<file path="src/rtl/matriz_pkg.sv">
// Shared types and default constants for the column-scan matrix driver.
package matriz_pkg;

    typedef enum logic [1:0] {
        IDLE  = 2'd0,
        LOAD  = 2'd1,
        DRIVE = 2'd2,
        BLANK = 2'd3
    } estado_t;

    localparam int unsigned DEF_N_COLS       = 5;
    localparam int unsigned DEF_N_ROWS       = 7;
    localparam int unsigned DEF_DRIVE_CYCLES = 4;
    localparam int unsigned DEF_BLANK_CYCLES = 2;

    function automatic int unsigned max_u(input int unsigned a, input int unsigned b);
        return (a > b) ? a : b;
    endfunction

endpackage

</file>
<file path="src/rtl/matriz_varredura_contador_carga.sv">
// Loadable down-counter that saturates at zero; fim_c flags terminal count.
module contador_carga #(
    parameter int unsigned W = 3
) (
    input  logic         clk,
    input  logic         rst_n,
    input  logic         load,
    input  logic         dec,
    input  logic [W-1:0] valor,
    output logic         fim_c
);

    logic [W-1:0] contagem;

    always_ff @(posedge clk or negedge rst_n) begin
        if (!rst_n) begin
            contagem <= '0;
        end else if (load) begin
            contagem <= valor;
        end else if (dec && (contagem != '0)) begin
            contagem <= contagem - W'(1);
        end
    end

    assign fim_c = (contagem == '0);

endmodule

</file>
<file path="src/rtl/matriz_varredura.sv">
// Column-scan driver for an LED/display matrix: LOAD, DRIVE and dead-time BLANK per column.
// Define MATRIZ_VARREDURA_BLANK_EN to include the BLANK dead-time state.
module matriz_varredura
    import matriz_pkg::*;
#(
    parameter int unsigned N_COLS       = DEF_N_COLS,
    parameter int unsigned N_ROWS       = DEF_N_ROWS,
    parameter int unsigned DRIVE_CYCLES = DEF_DRIVE_CYCLES,
    parameter int unsigned BLANK_CYCLES = DEF_BLANK_CYCLES
) (
    input  logic                      frequencia_display,
    input  logic                      reset_n,
    input  logic                      en,
    input  logic                      dir,
    input  logic [N_ROWS-1:0]         linha_in,
    output logic [$clog2(N_COLS)-1:0] col_idx,
    output logic [N_COLS-1:0]         col_sel_n,
    output logic [N_ROWS-1:0]         linha_out,
    output logic                      quadro,
    output logic                      ocupado
);

    localparam int unsigned CW    = $clog2(N_COLS);
    localparam int unsigned CNT_W = $clog2(max_u(DRIVE_CYCLES, BLANK_CYCLES) + 1);

    estado_t           estado_q;
    estado_t           estado_d;
    logic [CW-1:0]     col_idx_d;
    logic [N_COLS-1:0] col_sel_n_d;
    logic [N_ROWS-1:0] linha_out_d;
    logic              quadro_d;
    logic              ocupado_d;

    logic              cnt_load_c;
    logic              cnt_dec_c;
    logic [CNT_W-1:0]  cnt_valor_c;
    logic              cnt_fim_c;
    logic              fecha_c;
    logic [CW-1:0]     prox_idx_c;
    logic              volta_c;

    // Single dwell timer shared by DRIVE and BLANK
    contador_carga #(
        .W (CNT_W)
    ) u_contador (
        .clk   (frequencia_display),
        .rst_n (reset_n),
        .load  (cnt_load_c),
        .dec   (cnt_dec_c),
        .valor (cnt_valor_c),
        .fim_c (cnt_fim_c)
    );

    // Next column index from the current one and the live dir input; flags the wrap
    always_comb begin
        prox_idx_c = col_idx;
        volta_c    = 1'b0;
        if (dir) begin
            if (col_idx == '0) begin
                prox_idx_c = CW'(N_COLS - 1);
                volta_c    = 1'b1;
            end else begin
                prox_idx_c = col_idx - CW'(1);
            end
        end else begin
            if (col_idx == CW'(N_COLS - 1)) begin
                prox_idx_c = '0;
                volta_c    = 1'b1;
            end else begin
                prox_idx_c = col_idx + CW'(1);
            end
        end
    end

    // Next-state and next-output logic
    always_comb begin
        estado_d    = estado_q;
        col_idx_d   = col_idx;
        linha_out_d = '0;
        quadro_d    = 1'b0;
        cnt_load_c  = 1'b0;
        cnt_dec_c   = 1'b0;
        cnt_valor_c = '0;
        fecha_c     = 1'b0;
        col_sel_n_d = '1;

        case (estado_q)
            IDLE: begin
                if (en) begin
                    estado_d  = LOAD;
                    col_idx_d = dir ? CW'(N_COLS - 1) : '0;
                end
            end
            LOAD: begin
                estado_d    = DRIVE;
                linha_out_d = linha_in;
                cnt_load_c  = 1'b1;
                cnt_valor_c = CNT_W'(DRIVE_CYCLES - 1);
            end
            DRIVE: begin
                if (!cnt_fim_c) begin
                    linha_out_d = linha_out;
                    cnt_dec_c   = 1'b1;
                end else begin
`ifdef MATRIZ_VARREDURA_BLANK_EN
                    estado_d    = BLANK;
                    cnt_load_c  = 1'b1;
                    cnt_valor_c = CNT_W'(BLANK_CYCLES - 1);
`else
                    fecha_c     = 1'b1;
`endif
                end
            end
`ifdef MATRIZ_VARREDURA_BLANK_EN
            BLANK: begin
                if (!cnt_fim_c) begin
                    cnt_dec_c = 1'b1;
                end else begin
                    fecha_c   = 1'b1;
                end
            end
`endif
            default: begin
                estado_d = IDLE;
            end
        endcase

        // End of a column: advance or park; en low never moves col_idx
        if (fecha_c) begin
            if (en) begin
                estado_d  = LOAD;
                col_idx_d = prox_idx_c;
                quadro_d  = volta_c;
            end else begin
                estado_d  = IDLE;
            end
        end

        ocupado_d = (estado_d != IDLE);
        for (int i = 0; i < int'(N_COLS); i++) begin
            col_sel_n_d[i] = !((estado_d == DRIVE) && (col_idx_d == CW'(i)));
        end
    end

    // State and output registers
    always_ff @(posedge frequencia_display or negedge reset_n) begin
        if (!reset_n) begin
            estado_q  <= IDLE;
            col_idx   <= '0;
            col_sel_n <= '1;
            linha_out <= '0;
            quadro    <= 1'b0;
            ocupado   <= 1'b0;
        end else begin
            estado_q  <= estado_d;
            col_idx   <= col_idx_d;
            col_sel_n <= col_sel_n_d;
            linha_out <= linha_out_d;
            quadro    <= quadro_d;
            ocupado   <= ocupado_d;
        end
    end

endmodule

</file>
<file path="config.mk">
export PLATFORM = sky130hd
export DESIGN_NAME = matriz_varredura
export DESIGN_NICKNAME = d
export VERILOG_FILES = /design/src/rtl/matriz_pkg.sv /design/src/rtl/matriz_varredura_contador_carga.sv /design/src/rtl/matriz_varredura.sv
export SDC_FILE = /design/constraint.sdc
export NUM_CORES = 1
export LEC_CHECK = 0
export ABC_AREA = 0
export BUFFER_PORTS_ARGS = -buffer_cell sky130_fd_sc_hd__buf_2
export CORE_AREA = 2 2 60 62
export CTS_CLUSTER_SIZE = 14
export DETAILED_ROUTE_END_ITERATION = 10
export DIE_AREA = 0 0 62 64
export GPL_ROUTABILITY_DRIVEN = 1
export MAX_ROUTING_LAYER = met4
export PLACE_DENSITY = 0.56
export SYNTH_ARGS = -nofsm -noshare
export SYNTH_HDL_FRONTEND = slang
export SYNTH_SLANG_ARGS = --single-unit
</file>
<file path="constraint.sdc">
create_clock -name frequencia_display -period 2.9 [get_ports frequencia_display]
set_clock_uncertainty 0.15 [all_clocks]
set_input_delay 0.145 -clock frequencia_display [delete_from_list [all_inputs] [get_ports frequencia_display]]
set_output_delay 0.145 -clock frequencia_display [all_outputs]
set_load 0.02 [all_outputs]
</file>
== After elaboration in Yosys (flattened, before gate mapping) ==
Index checks and enable logic that the tools add are counted.

* Add/sub/neg operators: 3
* Multiply operators: 0
* Divide/modulo/power cells: 0
* Order comparisons: 0
* Equality and inequality tests: 9
* Shift-type cells: 0
* Multiplexer cells: 27
* Bitwise operators: 0
* Reduce and logical (&&, ||, !) cells: 18

{| class="wikitable"
|+ Operators by type and width
! operator !! number
|-
| two-way mux 3 bit || 10
|-
| one-hot mux 7 bit (2 select lines) || 1
|-
| two-way mux 1 bit || 11
|-
| zero test 3 bit || 3
|-
| two-way mux 7 bit || 1
|-
| == test 3 x 2 -> 1 bit, second input constant || 2
|-
| == test 3 bit, second input constant || 2
|-
| logical AND 1 bit || 6
|-
| two-way mux 2 bit || 3
|-
| one-hot mux 2 bit (3 select lines) || 1
|-
| subtractor 3 x 1 -> 3 bit, second input constant || 2
|-
| zero test 1 bit || 5
|-
| == test 2 bit, second input constant || 2
|-
| nonzero test 2 bit || 2
|-
| adder 3 x 1 -> 3 bit, second input constant || 1
|-
| == test 3 x 1 -> 1 bit, second input constant || 1
|-
| nonzero test 3 bit || 1
|-
| == test 2 x 1 -> 1 bit, second input constant || 1
|-
| zero test 2 bit || 1
|-
| inequality test 2 bit, second input constant || 1
|}

* Register bits: 22
* Latch bits: 0
* Bits in writable memories: 0
* Bits in read-only memories: 0
* Output and inout bits: 17
* Logic and storage cells: 64
* Memories kept: 0

== Depth between registers and ports, before layout ==
* Depth in word-level cells: 8
* Depth in mapped cells: 8

== Hierarchy ==
From an unflattened synthesis, not the netlist that was laid out.

* Cell total of the unflattened synthesis: 117
* Area, all modules: 1,186.1 sq um

{| class="wikitable"
|+ Modules (own cells, without submodules)
! module !! times used !! cells an instance !! area an instance (sq um) !! seq. area each (sq um)
|-
| matriz_varredura || 1 || 98 || 978.4 || 481.7
|-
| contador_carga || 1 || 19 || 207.7 || 75.1
|}

== Worst setup path after synthesis ==
No wires, ideal clock.

* Kind: flip-flop to flip-flop
* From: register col_idx[0]
* To: register col_sel_n[1]
* Arrival: 1.466 ns
* Required time: 2.662 ns
* Setup slack: 1.196 ns
* Stages on the path, launching flop included: 7
* Path buffers: 0
* Clock period less this slack: 1.704 ns
* Cell sequence: dfrtp_1 > inv_1 > ha_1 > mux2i_1 > a211oi_1 > a31o_2 > nand3b_1

* Word-level cells in the longest chain between the ends: 8
* Elaborated cells on any way between the ends: 14
* Those cells by class: add/sub: 2; eq/ne: 2; mux: 7; reduce/logical: 3

{| class="wikitable"
|+ RTL lines
! element !! line !! source
|-
| start, declared || matriz_varredura.sv:16 || <nowiki>output logic [$clog2(N_COLS)-1:0] col_idx,</nowiki>
|-
| start signal, assigned || matriz_varredura.sv:156 || <nowiki>col_idx <= col_idx_d;</nowiki>
|-
| adder 3 x 1 -> 3 bit, or another cell as far along || matriz_varredura.sv:70 || <nowiki>prox_idx_c = col_idx + CW'(1);</nowiki>
|-
| two-way mux 3 bit, on equally long branches || matriz_varredura.sv:66, matriz_varredura.sv:59 ||
|-
| two-way mux 3 bit * || matriz_varredura.sv:58 || <nowiki>if (dir) begin</nowiki>
|-
| two-way mux 3 bit * || matriz_varredura.sv:130 || <nowiki>if (en) begin</nowiki>
|-
| two-way mux 3 bit * || matriz_varredura.sv:129 || <nowiki>if (fecha_c) begin</nowiki>
|-
| via col_idx_d[1] || matriz_varredura.sv:28 || <nowiki>logic [CW-1:0] col_idx_d;</nowiki>
|-
| == test 3 x 1 -> 1 bit * || matriz_varredura.sv:141 || <nowiki>col_sel_n_d[i] = !((estado_d == DRIVE) && (col_idx_d == CW'(i)));</nowiki>
|-
| logical AND 1 bit * || matriz_varredura.sv:141 ||
|-
| zero test 1 bit * || matriz_varredura.sv:141 ||
|-
| via col_sel_n_d[1] || matriz_varredura.sv:29 || <nowiki>logic [N_COLS-1:0] col_sel_n_d;</nowiki>
|-
| end signal, assigned || matriz_varredura.sv:157 || <nowiki>col_sel_n <= col_sel_n_d;</nowiki>
|-
| end, declared || matriz_varredura.sv:17 || <nowiki>output logic [N_COLS-1:0] col_sel_n,</nowiki>
|}

The timed path passes the listed nets; every way through them passes the cells marked *.
A chain may end at the register's enable or synchronous reset.

== Worst setup path after layout ==
* From: register estado_q[0]
* To: register col_sel_n[3]

* Word-level cells in the longest chain between the ends: 7
* Elaborated cells on any way between the ends: 14
* Those cells by class: eq/ne: 4; mux: 7; reduce/logical: 3

{| class="wikitable"
|+ RTL lines
! element !! line !! source
|-
| start, declared || matriz_varredura.sv:26 || <nowiki>estado_t estado_q;</nowiki>
|-
| start signal, assigned || matriz_varredura.sv:155 || <nowiki>estado_q <= estado_d;</nowiki>
|-
| zero test 2 bit || matriz_varredura.sv:87 || <nowiki>case (estado_q)</nowiki>
|-
| two-way mux 3 bit || matriz_varredura.sv:87 ||
|-
| two-way mux 3 bit || matriz_varredura.sv:130 ||
|-
| two-way mux 3 bit || matriz_varredura.sv:129 ||
|-
| == test 3 x 2 -> 1 bit || matriz_varredura.sv:141 ||
|-
| logical AND 1 bit * || matriz_varredura.sv:141 ||
|-
| zero test 1 bit * || matriz_varredura.sv:141 ||
|-
| via col_sel_n_d[3] || matriz_varredura.sv:29 ||
|}

Marked as above.

==> flow_metrics.env <==
export IMPL_status="finished clean"
export IMPL_final_design_area_no_fill_sq_um=1440
export IMPL_power_per_cell_area_nw_per_um2=925
export IMPL_synthArstFlopShare_pct=100
export IMPL_finish_net_count=168
export IMPL_fin_hold_ws_ps=69.8
export IMPL_cp_num_buf_inv=1
export IMPL_design_die_area_sq_um=3970
export IMPL_synth_sequential_area_ratio_pct=49.7
export IMPL_grt_max_degree=23
export IMPL_drt_iter0_markers=39
export IMPL_placement_rows=21
export IMPL_grt_antenna_before_repair=0
export IMPL_route_vias_total=878
export IMPL_leakagePower_nw=0.727
export IMPL_width_of_the_die_um=62
export IMPL_postSynthRegisterBits=22
export IMPL_post_dp_cell_area_sq_um=1300
export IMPL_crit_arrival_ps=1920
export IMPL_number_of_diodes=0
export IMPL_max_slew_margin_pct=68.3
export IMPL_yosysTopAreaCellShare_pct=37.9
export IMPL_gr_usage_all_layers_pct=13.0
export IMPL_initial_core_util_pct=34.1
export IMPL_unrepaired_setup_endpoints_after_global_routing="no"
export IMPL_drt_total_wl_um=2210
export IMPL_clock_latency_ps=300
export IMPL_crit_type="reg2reg"
export IMPL_routabilityCongestion=0.749
export IMPL_critical_path_max_stage_delay_ps=460
export IMPL_drv_max_cap_violation_count=0
export IMPL_clock_path_buffers=2
export IMPL_grt_first_pass_wirelength_um=3760
export IMPL_boundaryPins=28
export IMPL_tmin_final_ps=1830
export IMPL_cp_slowest_cell="sky130_fd_sc_hd__dfrtp_1"
export IMPL_setup_violations=0
export IMPL_post_route_cells_drive_above_1_share_pct=29.3
export IMPL_crit_path_end_kind="flop"
export IMPL_final_fill_count=328
export IMPL_post_syn_instances=111
export IMPL_post_cts_resize_count=0
export IMPL_numCtsBuffers=3
export IMPL_first_global_vias=837
export IMPL_synthDominantAreaCellType="sky130_fd_sc_hd__dfrtp_1"
export IMPL_place_port_buffers=27
export IMPL_timing_worst_slew_pin_value_ps=475
export IMPL_most_used_flip_flop_cell_after_synthesis="sky130_fd_sc_hd__dfrtp_1"
export IMPL_synthTopCellsByCount="sky130_fd_sc_hd__nand2_1, sky130_fd_sc_hd__dfrtp_1, sky130_fd_sc_hd__inv_1"
export IMPL_worst_setup_path_start_kind="flop"
export IMPL_synth_most_common_cell="sky130_fd_sc_hd__nand2_1"
export IMPL_clock_tree_htree_level_count=1
export IMPL_timing_final_max_slew_violations=0
export IMPL_post_dr_wirelength_cell_um=11.4
export IMPL_via_to_cell_ratio=4.55
export IMPL_crit_path_cell_chain="inv_1 > ha_1 > nand2_2 > mux2_4 > nor3_4 > nand3_1"
export IMPL_clock_sinks=22
export IMPL_multiInputGateArea_sq_um=504
export IMPL_synth_area_sq_um=1120
export IMPL_grt_remaining_overflow=0
export IMPL_route_antenna_remaining_nets=0
export IMPL_fp_coreArea_sq_um=3280
export IMPL_post_synth_num_cell_types=31
export IMPL_worst_endpoint_required_ps=2990
export IMPL_fin_setup_tns_ps=0
export IMPL_critPathMaxFanout=6
export IMPL_synth_edff_count=0
export IMPL_netlist_top_cells_area="sky130_fd_sc_hd__dfrtp_1, sky130_fd_sc_hd__dfstp_2, sky130_fd_sc_hd__ha_1, sky130_fd_sc_hd__nand2_1, sky130_fd_sc_hd__o21ai_0"
export IMPL_power_ir_vdd_worst_mv=0.354
export IMPL_ff_latch_area_sq_um=557
export IMPL_router_iterations_before_antenna_repair=4
export IMPL_post_route_drc_count=0
export IMPL_hold_path_class="in2reg"
export IMPL_final_critical_path_share_of_the_clock_period_pct=63.2
export IMPL_hold_violations=0
export IMPL_clockRootBuffer="sky130_fd_sc_hd__clkbuf_4"
export IMPL_detailed_place_hpwl_um=1630
export IMPL_clk_transition_reported_paths_ps=120
export IMPL_syn_num_nets=131
export IMPL_synth_avg_cell_area_sq_um=10.1
export IMPL_area_growth_pct=28.0
export IMPL_ys_warnings_count=0
export IMPL_cp_top_family="simple AND/OR/NAND/NOR gates"
export IMPL_tritoncts="done"
export IMPL_die_y_um=64
export IMPL_fmaxAchievable_mhz=545
layout by cell type, fill, tap and decap left out, drive strengths merged:
cell type	synthesis	layout
nor2b	1	1
buf	4	28
nor2	5	5
o311ai	1	1
ha	9	9
a21boi	1	1
dlygate4sd3	0	8
o32ai	1	1
a21oi	3	3
clkbuf	0	3
nand2b	4	4
xor2	1	1
a211oi	3	3
mux2	1	1
inv	11	11
nand3	3	3
a22oi	1	1
a31o	2	2
nor3	1	1
o22a	1	1
o21ai	10	10
and3	1	1
nand2	19	19
dfrtp	17	17
mux2i	1	1
xnor2	1	1
dfstp	5	5
o211ai	1	1
o22ai	1	1
nand3b	2	2
bufinv	0	1
metrics by stage:
step | total power [mW] | worst slack [ps] | cells | utilization (%)
4_1_cts | 1.35 | 1030 | 193 | 43.7
2_1_floorplan | 0.937 | 1200 | 111 | -
5_1_grt | 1.45 | 917 | 193 | 43.7
6_report | 1.33 | 1070 | 193 | 43.7
3_3_place_gp | 1.09 | 1090 | 181 | 39.7
3_5_place_dp | 1.11 | 1080 | 181 | 39.7
worst min-delay path: stages:
cell and delay, ps:
sky130_fd_sc_hd__buf_2 130, sky130_fd_sc_hd__a21oi_1 120, sky130_fd_sc_hd__o32ai_1 90
report_power, final:
part           internal, mW  total [mW]  switching [mW]
Combinational         0.243       0.623           0.379
Sequential            0.407       0.472          0.0652
Clock                 0.140       0.234          0.0940
metal layers:
metal / track usage, % / vias to the layer above / wire length (um) / share of wire [%]
met5: - / - / 0 / 0
met4: 3.19 / 0 / 0 / 0
met3: 4.25 / 0 / 99 / 4.5
met2: 20.6 / 24 / 1110 / 50
met1: 15.9 / 413 / 1000 / 45
li1: - / 441 / - / -
final cells by class:
type | count | area share (%)
sequential | 22 | 38.8
multi-input combinational | 74 | 35.1
timing repair buffer | 36 | 15.5
tap | 46 | 4.01
inverter | 11 | 2.88
clock inverter | 1 | 2.09
clock buffer | 3 | 1.57
what timing repair did:
item | in CTS | in global routing
endpoints found under the hold margin | 29 | 0
hold buffers | 8 | 0
buffers inserted | 0 | 0
sequential cells by signal, summed over array words and instances, names as in the netlist:
| signal | count |
|---|---|
| u_contador.contagem | 3 |
| linha_out | 7 |
| quadro | 1 |
| estado_q | 2 |
| col_idx | 3 |
| col_sel_n | 5 |
| ocupado | 1 |
cell families after synthesis:
family | count (synthesis) | synth area share, %
and+or+nand+nor | 36 | 16.9
buffers and inverters | 15 | 5.36
muxes | 2 | 2.23
AOI/OAI and AO/OA | 25 | 14.3
adders and majority gates | 9 | 10.0
xor gates and xnor gates | 2 | 1.56
DFF | 22 | 49.7
path summary, 6_finish.rpt:
check                             start           end  slack, ps  cells past startpoint
min reg2reg                linha_out[2]  linha_out[2]        340                      2
max                         estado_q[0]  col_sel_n[3]       1070                      6
max reg2reg                 estado_q[0]  col_sel_n[3]       1070                      6
min in group asynchronous       reset_n        quadro        160                      2
max in group asynchronous       reset_n  col_sel_n[2]       2090                      2
min                                  en   estado_q[0]         70                      3
(Power assumes the default switching activity.)
